[config.mk]
export PLATFORM = sky130hd
export DESIGN_NAME = bpb_table_flat
export DESIGN_NICKNAME = d
export VERILOG_FILES = /design/src/rtl/bpb_pkg.sv /design/src/rtl/bpb_table_if.sv /design/src/rtl/bpb_ctr_next.sv /design/src/rtl/bpb_table.sv /design/src/flat_wrapper.sv
export SDC_FILE = /design/constraint.sdc
export NUM_CORES = 2
export LEC_CHECK = 0
export CAP_MARGIN = 20
export CORE_ASPECT_RATIO = 1.1
export CORE_MARGIN = 2
export CORE_UTILIZATION = 40
export DETAILED_ROUTE_END_ITERATION = 10
export SLEW_MARGIN = 15
export SYNTH_ARGS = -nofsm -noshare
export SYNTH_HDL_FRONTEND = slang
export SYNTH_SLANG_ARGS = --single-unit
[constraint.sdc]
create_clock -name clk -period 32.9 [get_ports clk]
set_input_delay 3.29 -clock clk [delete_from_list [all_inputs] [get_ports clk]]
set_output_delay 3.29 -clock clk [all_outputs]
set_load 0.005 [all_outputs]
[src/rtl/bpb_pkg.sv]
// Shared constants, update-mode encoding and the saturating step used by the
// branch prediction buffer.
package bpb_pkg;

    localparam int DEF_ENTRIES   = 64;
    localparam int DEF_TAG_WIDTH = 10;
    localparam int DEF_CTR_WIDTH = 2;
    // Widest counter sat_step can handle; callers zero-extend into this width.
    localparam int CTR_MAX_W     = 8;

    typedef enum logic {
        MODE_MISTAKE   = 1'b0,
        MODE_DIRECTION = 1'b1
    } upd_mode_e;

    function automatic logic [CTR_MAX_W-1:0] sat_step(
        input logic [CTR_MAX_W-1:0] ctr,
        input logic                 up,
        input logic [CTR_MAX_W-1:0] max_val
    );
        if (up)
            return (ctr == max_val) ? ctr : ctr + CTR_MAX_W'(1);
        else
            return (ctr == '0) ? ctr : ctr - CTR_MAX_W'(1);
    endfunction

endpackage

[src/rtl/bpb_table_if.sv]
// Lookup, prediction, training and control signals between fetch/resolve and
// the branch prediction buffer.
interface bpb_table_if;
    logic        stall;
    logic        flush;
    logic        clear;
    logic        lookup_valid;
    logic [31:0] lookup_pc;
    logic        pred_valid;
    logic        pred_hit;
    logic        pred_taken;
    logic        upd_valid;
    logic [31:0] upd_pc;
    logic        upd_mode;
    logic        upd_taken;
    logic        upd_mistake;

    modport master (
        output stall, flush, clear, lookup_valid, lookup_pc,
               upd_valid, upd_pc, upd_mode, upd_taken, upd_mistake,
        input  pred_valid, pred_hit, pred_taken
    );

    modport slave (
        input  stall, flush, clear, lookup_valid, lookup_pc,
               upd_valid, upd_pc, upd_mode, upd_taken, upd_mistake,
        output pred_valid, pred_hit, pred_taken
    );
endinterface

[src/rtl/bpb_ctr_next.sv]
// Next-state counter for one training update; an allocating update starts
// from a zero counter before the step is applied.
module bpb_ctr_next
    import bpb_pkg::*;
#(
    parameter int CTR_WIDTH = DEF_CTR_WIDTH
) (
    input  logic [CTR_WIDTH-1:0] ctr_i,
    input  upd_mode_e            mode_i,
    input  logic                 taken_i,
    input  logic                 mistake_i,
    input  logic                 alloc_i,
    output logic [CTR_WIDTH-1:0] ctr_o
);

    logic [CTR_WIDTH-1:0] base;
    logic                 up;
    logic [CTR_MAX_W-1:0] stepped;
    logic                 unused_stepped;

    always_comb begin
        base = alloc_i ? '0 : ctr_i;
        up   = taken_i;
        // Mistake weakens toward the opposite of the MSB, otherwise strengthen.
        if (mode_i == MODE_MISTAKE)
            up = mistake_i ? ~base[CTR_WIDTH-1] : base[CTR_WIDTH-1];
        stepped = sat_step(CTR_MAX_W'(base), up, CTR_MAX_W'({CTR_WIDTH{1'b1}}));
        ctr_o   = stepped[CTR_WIDTH-1:0];
    end

    assign unused_stepped = ^stepped;

endmodule

[src/rtl/bpb_table.sv]
// Direct-mapped branch prediction buffer: one registered lookup and one
// training update per cycle, with update-to-lookup forwarding and global clear.
module bpb_table
    import bpb_pkg::*;
#(
    parameter int ENTRIES   = DEF_ENTRIES,
    parameter int TAG_WIDTH = DEF_TAG_WIDTH,
    parameter int CTR_WIDTH = DEF_CTR_WIDTH
) (
    input  logic        clk,
    input  logic        reset,
    bpb_table_if.slave  bus
);

    localparam int IW = $clog2(ENTRIES);

    logic                 valid_q [ENTRIES];
    logic [TAG_WIDTH-1:0] tag_q   [ENTRIES];
    logic [CTR_WIDTH-1:0] ctr_q   [ENTRIES];

    logic [IW-1:0]        upd_idx, lk_idx;
    logic [TAG_WIDTH-1:0] upd_tag, lk_tag;
    logic                 upd_en, upd_alloc;
    logic [CTR_WIDTH-1:0] upd_ctr;
    logic                 unused_pc;

    assign upd_idx   = bus.upd_pc[IW+1:2];
    assign upd_tag   = bus.upd_pc[IW+TAG_WIDTH+1:IW+2];
    assign lk_idx    = bus.lookup_pc[IW+1:2];
    assign lk_tag    = bus.lookup_pc[IW+TAG_WIDTH+1:IW+2];
    assign unused_pc = ^{bus.upd_pc, bus.lookup_pc};

    assign upd_en    = bus.upd_valid & ~bus.stall & ~bus.clear;
    assign upd_alloc = ~valid_q[upd_idx] | (tag_q[upd_idx] != upd_tag);

    bpb_ctr_next #(.CTR_WIDTH(CTR_WIDTH)) u_ctr_next (
        .ctr_i     (ctr_q[upd_idx]),
        .mode_i    (upd_mode_e'(bus.upd_mode)),
        .taken_i   (bus.upd_taken),
        .mistake_i (bus.upd_mistake),
        .alloc_i   (upd_alloc),
        .ctr_o     (upd_ctr)
    );

    always_ff @(posedge clk or posedge reset) begin
        if (reset) begin
            for (int i = 0; i < ENTRIES; i++) begin
                valid_q[i] <= 1'b0;
                tag_q[i]   <= '0;
                ctr_q[i]   <= '0;
            end
        end else if (bus.clear) begin
            for (int i = 0; i < ENTRIES; i++)
                valid_q[i] <= 1'b0;
        end else if (upd_en) begin
            valid_q[upd_idx] <= 1'b1;
            tag_q[upd_idx]   <= upd_tag;
            ctr_q[upd_idx]   <= upd_ctr;
        end
    end

    // Lookup path: a same-index update is visible to this lookup already.
    logic                 lk_fwd, lk_hit;
    logic                 lk_entry_valid;
    logic [TAG_WIDTH-1:0] lk_entry_tag;
    logic [CTR_WIDTH-1:0] lk_entry_ctr;
    logic                 pred_valid_q, pred_hit_q, pred_taken_q;
    logic                 pred_valid_d, pred_hit_d, pred_taken_d;

    always_comb begin
        lk_fwd         = upd_en && (upd_idx == lk_idx);
        lk_entry_valid = lk_fwd ? 1'b1    : valid_q[lk_idx];
        lk_entry_tag   = lk_fwd ? upd_tag : tag_q[lk_idx];
        lk_entry_ctr   = lk_fwd ? upd_ctr : ctr_q[lk_idx];
        lk_hit         = lk_entry_valid && (lk_entry_tag == lk_tag) && !bus.clear;

        pred_valid_d = pred_valid_q;
        pred_hit_d   = pred_hit_q;
        pred_taken_d = pred_taken_q;
        if (!bus.stall) begin
            pred_valid_d = bus.lookup_valid & ~bus.flush;
            pred_hit_d   = pred_valid_d & lk_hit;
            pred_taken_d = pred_hit_d & lk_entry_ctr[CTR_WIDTH-1];
        end
    end

    always_ff @(posedge clk or posedge reset) begin
        if (reset) begin
            pred_valid_q <= 1'b0;
            pred_hit_q   <= 1'b0;
            pred_taken_q <= 1'b0;
        end else begin
            pred_valid_q <= pred_valid_d;
            pred_hit_q   <= pred_hit_d;
            pred_taken_q <= pred_taken_d;
        end
    end

    assign bus.pred_valid = pred_valid_q;
    assign bus.pred_hit   = pred_hit_q;
    assign bus.pred_taken = pred_taken_q;

endmodule
[src/flat_wrapper.sv]
// flat-port wrapper written by rule: the top's interface ports become plain ports
module bpb_table_flat import bpb_pkg::*;
#(
    parameter int ENTRIES   = DEF_ENTRIES,
    parameter int TAG_WIDTH = DEF_TAG_WIDTH,
    parameter int CTR_WIDTH = DEF_CTR_WIDTH
)
  (clk, reset, bus_stall, bus_flush, bus_clear, bus_lookup_valid, bus_lookup_pc, bus_upd_valid, bus_upd_pc, bus_upd_mode, bus_upd_taken, bus_upd_mistake, bus_pred_valid, bus_pred_hit, bus_pred_taken);
  bpb_table_if bus_i ();
  input  logic clk;
  input  logic reset;
  input wire logic [$bits(bus_i.stall)-1:0] bus_stall;
  input wire logic [$bits(bus_i.flush)-1:0] bus_flush;
  input wire logic [$bits(bus_i.clear)-1:0] bus_clear;
  input wire logic [$bits(bus_i.lookup_valid)-1:0] bus_lookup_valid;
  input wire logic [$bits(bus_i.lookup_pc)-1:0] bus_lookup_pc;
  input wire logic [$bits(bus_i.upd_valid)-1:0] bus_upd_valid;
  input wire logic [$bits(bus_i.upd_pc)-1:0] bus_upd_pc;
  input wire logic [$bits(bus_i.upd_mode)-1:0] bus_upd_mode;
  input wire logic [$bits(bus_i.upd_taken)-1:0] bus_upd_taken;
  input wire logic [$bits(bus_i.upd_mistake)-1:0] bus_upd_mistake;
  output wire logic [$bits(bus_i.pred_valid)-1:0] bus_pred_valid;
  output wire logic [$bits(bus_i.pred_hit)-1:0] bus_pred_hit;
  output wire logic [$bits(bus_i.pred_taken)-1:0] bus_pred_taken;
  assign bus_i.stall = bus_stall;
  assign bus_i.flush = bus_flush;
  assign bus_i.clear = bus_clear;
  assign bus_i.lookup_valid = bus_lookup_valid;
  assign bus_i.lookup_pc = bus_lookup_pc;
  assign bus_i.upd_valid = bus_upd_valid;
  assign bus_i.upd_pc = bus_upd_pc;
  assign bus_i.upd_mode = bus_upd_mode;
  assign bus_i.upd_taken = bus_upd_taken;
  assign bus_i.upd_mistake = bus_upd_mistake;
  assign bus_pred_valid = bus_i.pred_valid;
  assign bus_pred_hit = bus_i.pred_hit;
  assign bus_pred_taken = bus_i.pred_taken;
  bpb_table #(.ENTRIES(ENTRIES), .TAG_WIDTH(TAG_WIDTH), .CTR_WIDTH(CTR_WIDTH)) u_core (.clk(clk), .reset(reset), .bus(bus_i));
endmodule
---- Yosys cells after proc, flatten, opt, wreduce, memory -nomap -nowiden ----
Cells that the tools add are included.
word-level totals
  bits of input ports ..................... 74
  logic and storage cells ................. 263
  bits in registers ....................... 835
  output and inout bits ................... 3
operators by class
  reductions and logical operators ........ 8
  order comparisons ....................... 3
  equal/unequal tests ..................... 4
  muxes and demuxes ....................... 37
  $add $sub $neg .......................... 2
  bitwise gates (word level) .............. 14
operators by type and width
  cell                                                 number
  bitwise mux 640 bit                                  1
  bitwise mux 128 bit                                  1
  2-to-1 mux 64 bit                                    2
  binary-select mux 10 bit (select 6 bit)              2
  OR 64 bit                                            1
  demux 10 bit (select 6 bit)                          1
  2-to-1 mux 10 bit                                    6
  binary-select mux 2 bit (select 6 bit)               2
  2-to-1 mux 2 bit                                     10
  >= comparator 7 bit (second input constant)          2
  inverter 6 -> 7 bit                                  2
  binary-select mux 1 bit (select 6 bit)               2
  demux 2 bit (select 6 bit)                           1
  equality test 10 bit                                 1
  != test 10 bit                                       1
  2-to-1 mux 1 bit                                     8
  < comparator 7 x 1 -> 1 bit (second input constant)  1
  demux 1 bit (select 6 bit)                           1
  equality test 6 bit                                  1
  AND 1 bit                                            5
  inverter 1 bit                                       5
  logical AND 1 bit                                    4
  adder 2 x 1 -> 2 bit (second input constant)         1
  equality test 2 bit (second input constant)          1
  6 further kinds                                      6

---- Longest topological paths before layout ----
  depth after elaboration ................. 13
  gate-level depth with buffers ........... 17
  gate-level depth less buffers ........... 10

---- Cells and area by module ----
Synthesis repeated with hierarchy kept, for this count alone.
unflattened totals
  cells, all modules ...................... 3347
  area, all modules ....................... 43193.9 um^2
by module, submodules not included
  module        cells each  area each (um^2)  times used  seq. area each (um^2)
  bpb_table     3335        43101.3           1           20895.0
  bpb_ctr_next  12          92.6              1           0.0

---- Least setup slack after synthesis ----
No wires, ideal clock.
  path kind ............................... input -> register
  start point ............................. input port bus_upd_pc[4]
  end point ............................... register u_core.ctr_q[122] in the netlist's numbering
  data arrival time ....................... 6.315 ns
  cell stages on the path ................. 14
  data required time ...................... 32.770 ns
  library setup time ...................... 0.130 ns
  path buffers ............................ 4
  slack ................................... 26.455 ns
  cells stage by stage .................... buf_2 clkbuf_1 buf_2 mux4_2 a32oi_1 nand4_1 nor4_2 xor2_1 o21ai_1 or4_4 o31a_1 o21ai_4 buf_6 o21ai_1
between the ends
  word-level cells in the longest chain between the ends .. 12
  elaborated cells between the ends (all ways) .. 30
  classes of those cells .................. add/sub: 2; order compare: 2; eq/ne: 2; mux: 18; bitwise: 4; reduce/logical: 2
RTL lines
  element                                                             line                                               source
  start: declaration                                                  flat_wrapper.sv:18                                 input wire logic [$bits(bus_i.upd_pc)-1:0] bus_upd_pc;
  inverter 6 -> 7 bit (not written as such) (*)                       bpb_table.sv:34, bpb_table.sv:37, bpb_table.sv:58
  branches (longest 10 deep; another with subtractor 2 x 1 -> 2 bit)  --
  bitwise mux 128 bit (*)                                             bpb_table.sv:58                                    ctr_q[upd_idx] <= upd_ctr;
  end signal: indexed assignment                                      bpb_table.sv:58
  end: declaration                                                    bpb_table.sv:19                                    logic [CTR_WIDTH-1:0] ctr_q [ENTRIES];
Every way passes the cells marked *. The select of a mux whose other input is x is not followed.
A chain may end at the register's enable or synchronous reset.

---- Final worst setup path ----
  start point ............................. input port bus_upd_pc[4]
  end point ............................... register u_core.ctr_q[86] in the netlist's numbering
Same word-level chain as after synthesis.

==> impl_metrics.ini <==
[clock_tree]
path_clk_slew_ns = 0.06
clk_latency_ns = 0.69
clk_root_buffer_cell = clkbuf_16
cts_max_path_buffers = 3
clkSinkCount = 835
tritoncts.num_buffers = 92
ctsHtreeMaxLevel = 3
postCtsSetupRepairBufs = 0
cts_tree = done
cts_hold_repair.buffers = 0
cts.repair.resized = 0

[floorplan]
die_width_um = 321
die-height_um = 353
pin_count = 77
floorplan.die_area_um2 = 113000
core_area_um2 = 110000
std_cell_rows = 128
start_util_pct = 40.1

[logic_synthesis]
synth-compound-area-share_pct = 8.81
synth_cell_type_count = 79
synth_top_cells_by_count = 835 x dfrtp_1, 598 x mux2_2, 352 x nand2_1
synth_top_cells_by_area = dfrtp_1 47%, mux4_2 16%, mux2_2 15%
mappedNetlistNets = 3541
synth_top_family_by_area = multiplexers
xor_xnor_share_of_the_synthesized_area_pct = 0.514
yosys.area_share.adder_pct = 0
mappedNetlistArea_um2 = 44300
post_synth_and_or_nand_nor_area_fraction_pct = 5.71
number_of_enable_flip_flop_cells_after_synthesis = 0
synthMuxAreaShare_pct = 33.8
postSynthAreaPerCell_um2 = 12.8
seq_area_frac_synth_pct = 47.2
postSynth.topFlopCell = dfrtp_1
ys_warn_count = 0
asyncSetResetFlopFracSynth_pct = 100
yosys_reg_bits = 835
leading_cell_type_by_number_of_instances_after_synthesis = dfrtp_1
netlist.area_leader.share_pct = 47.2
syn_inst_count = 3467
netlist.top_cell.by_area = dfrtp_1

[drt]
routed_vias = 31900
wl_per_cell_um = 33.7
drt-vias-per-instance = 6.55
drt_wl_total_mm = 164
drt-initial-drc-count = 3835
drc = 0
drt_first_pass_iters = 7
antenna_left = 0

[cells_and_area]
instances_no_fill = 4867
final_cell_area_um2 = 48800
num-nets-final = 3439
layout_cell_share_with_drive_strength_beyond_1_pct = 34.4
fillCellCount = 10000
final_core_utilization_pct = 44.3
synthToLayoutAreaGrowth_pct = 10.3

[min_path]
hold_start = u_core.ctr_q[82]$_DFFE_PP0P_
hold_class = flip-flop to flip-flop

[critical_path]
worst-endpoint-arrival_ns = 9.49
crit_path_top_delay_cell = o21ai_4
setup.reg_to_reg.worst_slack_ns = 27.39
critical_path.endpoint = u_core.ctr_q[86]$_DFFE_PP0P_
rr_endpoint = u_core.ctr_q[86]$_DFFE_PP0P_
worst_setup_path_end_kind = flip-flop
worst-endpoint-required_ns = 33.39
worst_r2r_startpoint = u_core.tag_q[535]$_DFFE_PP0P_
critical_path.top_delay_family = buffers and inverters
cp-start-kind = input port
crit_path_frequent_cell = buf_4
worstRegToRegCells = 10
worst-path-stages = 13
timing.critical_path.buf_inv = 4
critical_path.cell_chain = buf_8 > buf_4 > buf_4 > mux4_2 > o211ai_1 > nand3_1 > nor4_1 > xnor2_1 > or4_4 > o31a_1 > o21ai_4 > buf_4 > o21ai_0
crit_fanout = 51
setup.worst_path.class = input port to flip-flop
largest_incremental_delay_on_the_critical_path_ns = 0.79
worstSetupStartpoint = bus_upd_pc[4]

[sta]
setup-tns-final_ns = 0
layout_min_cycle_time_ns = 9.00
tightestPinTransition_ns = 1.21
final_critical_path_setup_slack_ns = 23.90
maxSlewViolCount = 0
fmax_ghz = 0.111
rsz0062_at_grt = false
worst_hold_slack_ns = 0.475
fin_crit_sh_pct = 27.3
max_slew_margin_pct = 19.2
finalHoldViolCount = 0
fin_worst_skew_ns = 0.0308
setup_violations = 0

[run_status]
result_of_the_run = finished, final reports clean

[global_routing]
globalRouteTotalUtil_pct = 28.8
use_met1_pct = 39.2
largest_net_degree_at_the_start_of_global_routing = 165
sum_of_overflow_across_all_layers_after_global_routing = 0
grt_first_pass_wirelength_mm = 234
m3_gr_usage_pct = 8.14
grt_pass1_vias = 30900
grt_use_met2_pct = 42.3
initial_antenna_violation_count = 13
gr-max-usage-layer = met2

[power_and_ir_drop]
power.ir.vdd_worst_mv = 0.0394
power.density_nw_per_um2 = 49.9
design_power_total_mw = 2.44
cellLeakagePower_nw = 21.7

[place]
placed_cells_incl_taps = 4698
place_hpwl_mm = 105
placement.io_buffers = 44
placed_cell_area_um2 = 45700
place_worst_setup_slack_ns = 23.40
gp_congestion = 1.02

[job]
max_cap_viol_count = 0
==> cell usage in the layout, fill, tap and decap left out, types with 7 or more instances in the layout <==
cell type        count
clkbuf_16           94
a221oi_1            51
o221ai_1            12
a211oi_1            23
nand3_1             42
o21ai_1             22
xnor2_1             13
clkdlybuf4s50_1     26
a221o_1              7
inv_1               73
mux2_2             598
nor3_1              19
a31oi_1              8
nand4_1             12
mux4_2             314
o32ai_1              7
dfrtp_1            835
nand2_1            351
o22ai_1             41
a2111oi_0            8
clkbuf_8            17
and2_1               7
a22o_1              12
nor2b_1             18
nor2_1              51
clkbuf_1            24
a22oi_1             51
clkinv_2            11
mux2i_1            117
xor2_1              13
buf_4               78
o21ai_0            260
nand2b_1             9
o211ai_1            10
a21oi_1             41
buf_2               12
bufinv_16            8
==> tightest hold or removal path: stages (launching register included) <==
cell and delay [ns]:
dfrtp_1 0.33, nand2_1 0.05, o21ai_0 0.06
==> cell type report <==
cell class | count | area (um^2) | area share [%]
inverter | 80 | 310 | 0.635
clock buffer | 135 | 2680 | 5.48
multi-input combinational | 2229 | 21700 | 44.4
antenna | 2 | 5.00 | 0.0102
clock inverter | 29 | 387 | 0.792
tap | 1430 | 1790 | 3.66
timing repair buffer | 127 | 1100 | 2.25
sequential | 835 | 20900 | 42.8
==> worst min path at each step <==
| stage | end | cells after the start |
|---|---|---|
| finish | u_core.ctr_q[82]$_DFFE_PP0P_ | 2 |
| global route | u_core.ctr_q[50]$_DFFE_PP0P_ | 2 |
| CTS | u_core.ctr_q[82]$_DFFE_PP0P_ | 2 |
| detailed placement | u_core.ctr_q[82]$_DFFE_PP0P_ | 2 |
| global placement | u_core.ctr_q[52]$_DFFE_PP0P_ | 2 |
| floorplan | u_core.ctr_q[28]$_DFFE_PP0P_ | 2 |
==> state kept, by name, indices dropped and copies added, names as in the netlist <==
register               cells
u_core.bus.pred_taken      1
u_core.ctr_q             128
u_core.bus.pred_hit        1
u_core.valid_q            64
u_core.tag_q             640
u_core.bus.pred_valid      1
==> report_power, final <==
part / switching, mW / total [mW] / internal [mW]
registers: 0.0310 / 1.10 / 1.07
logic: 0.169 / 0.271 / 0.102
clock network: 0.441 / 1.07 / 0.626
total: 0.641 / 2.44 / 1.80
==> kinds of logic after synthesis <==
family	Yosys count
flops	835
compound gates	608
buf+inv	403
mux	1029
simple gates	566
xor+xnor	26
==> per-layer routing <==
layer | wire (um) | up-vias
li1 | - | 12900
met1 | 65200 | 16800
met2 | 71800 | 1806
met3 | 17700 | 407
met4 | 9110 | 16
met5 | 109 | -
Note: power is estimated with default switching activity, not from simulation.
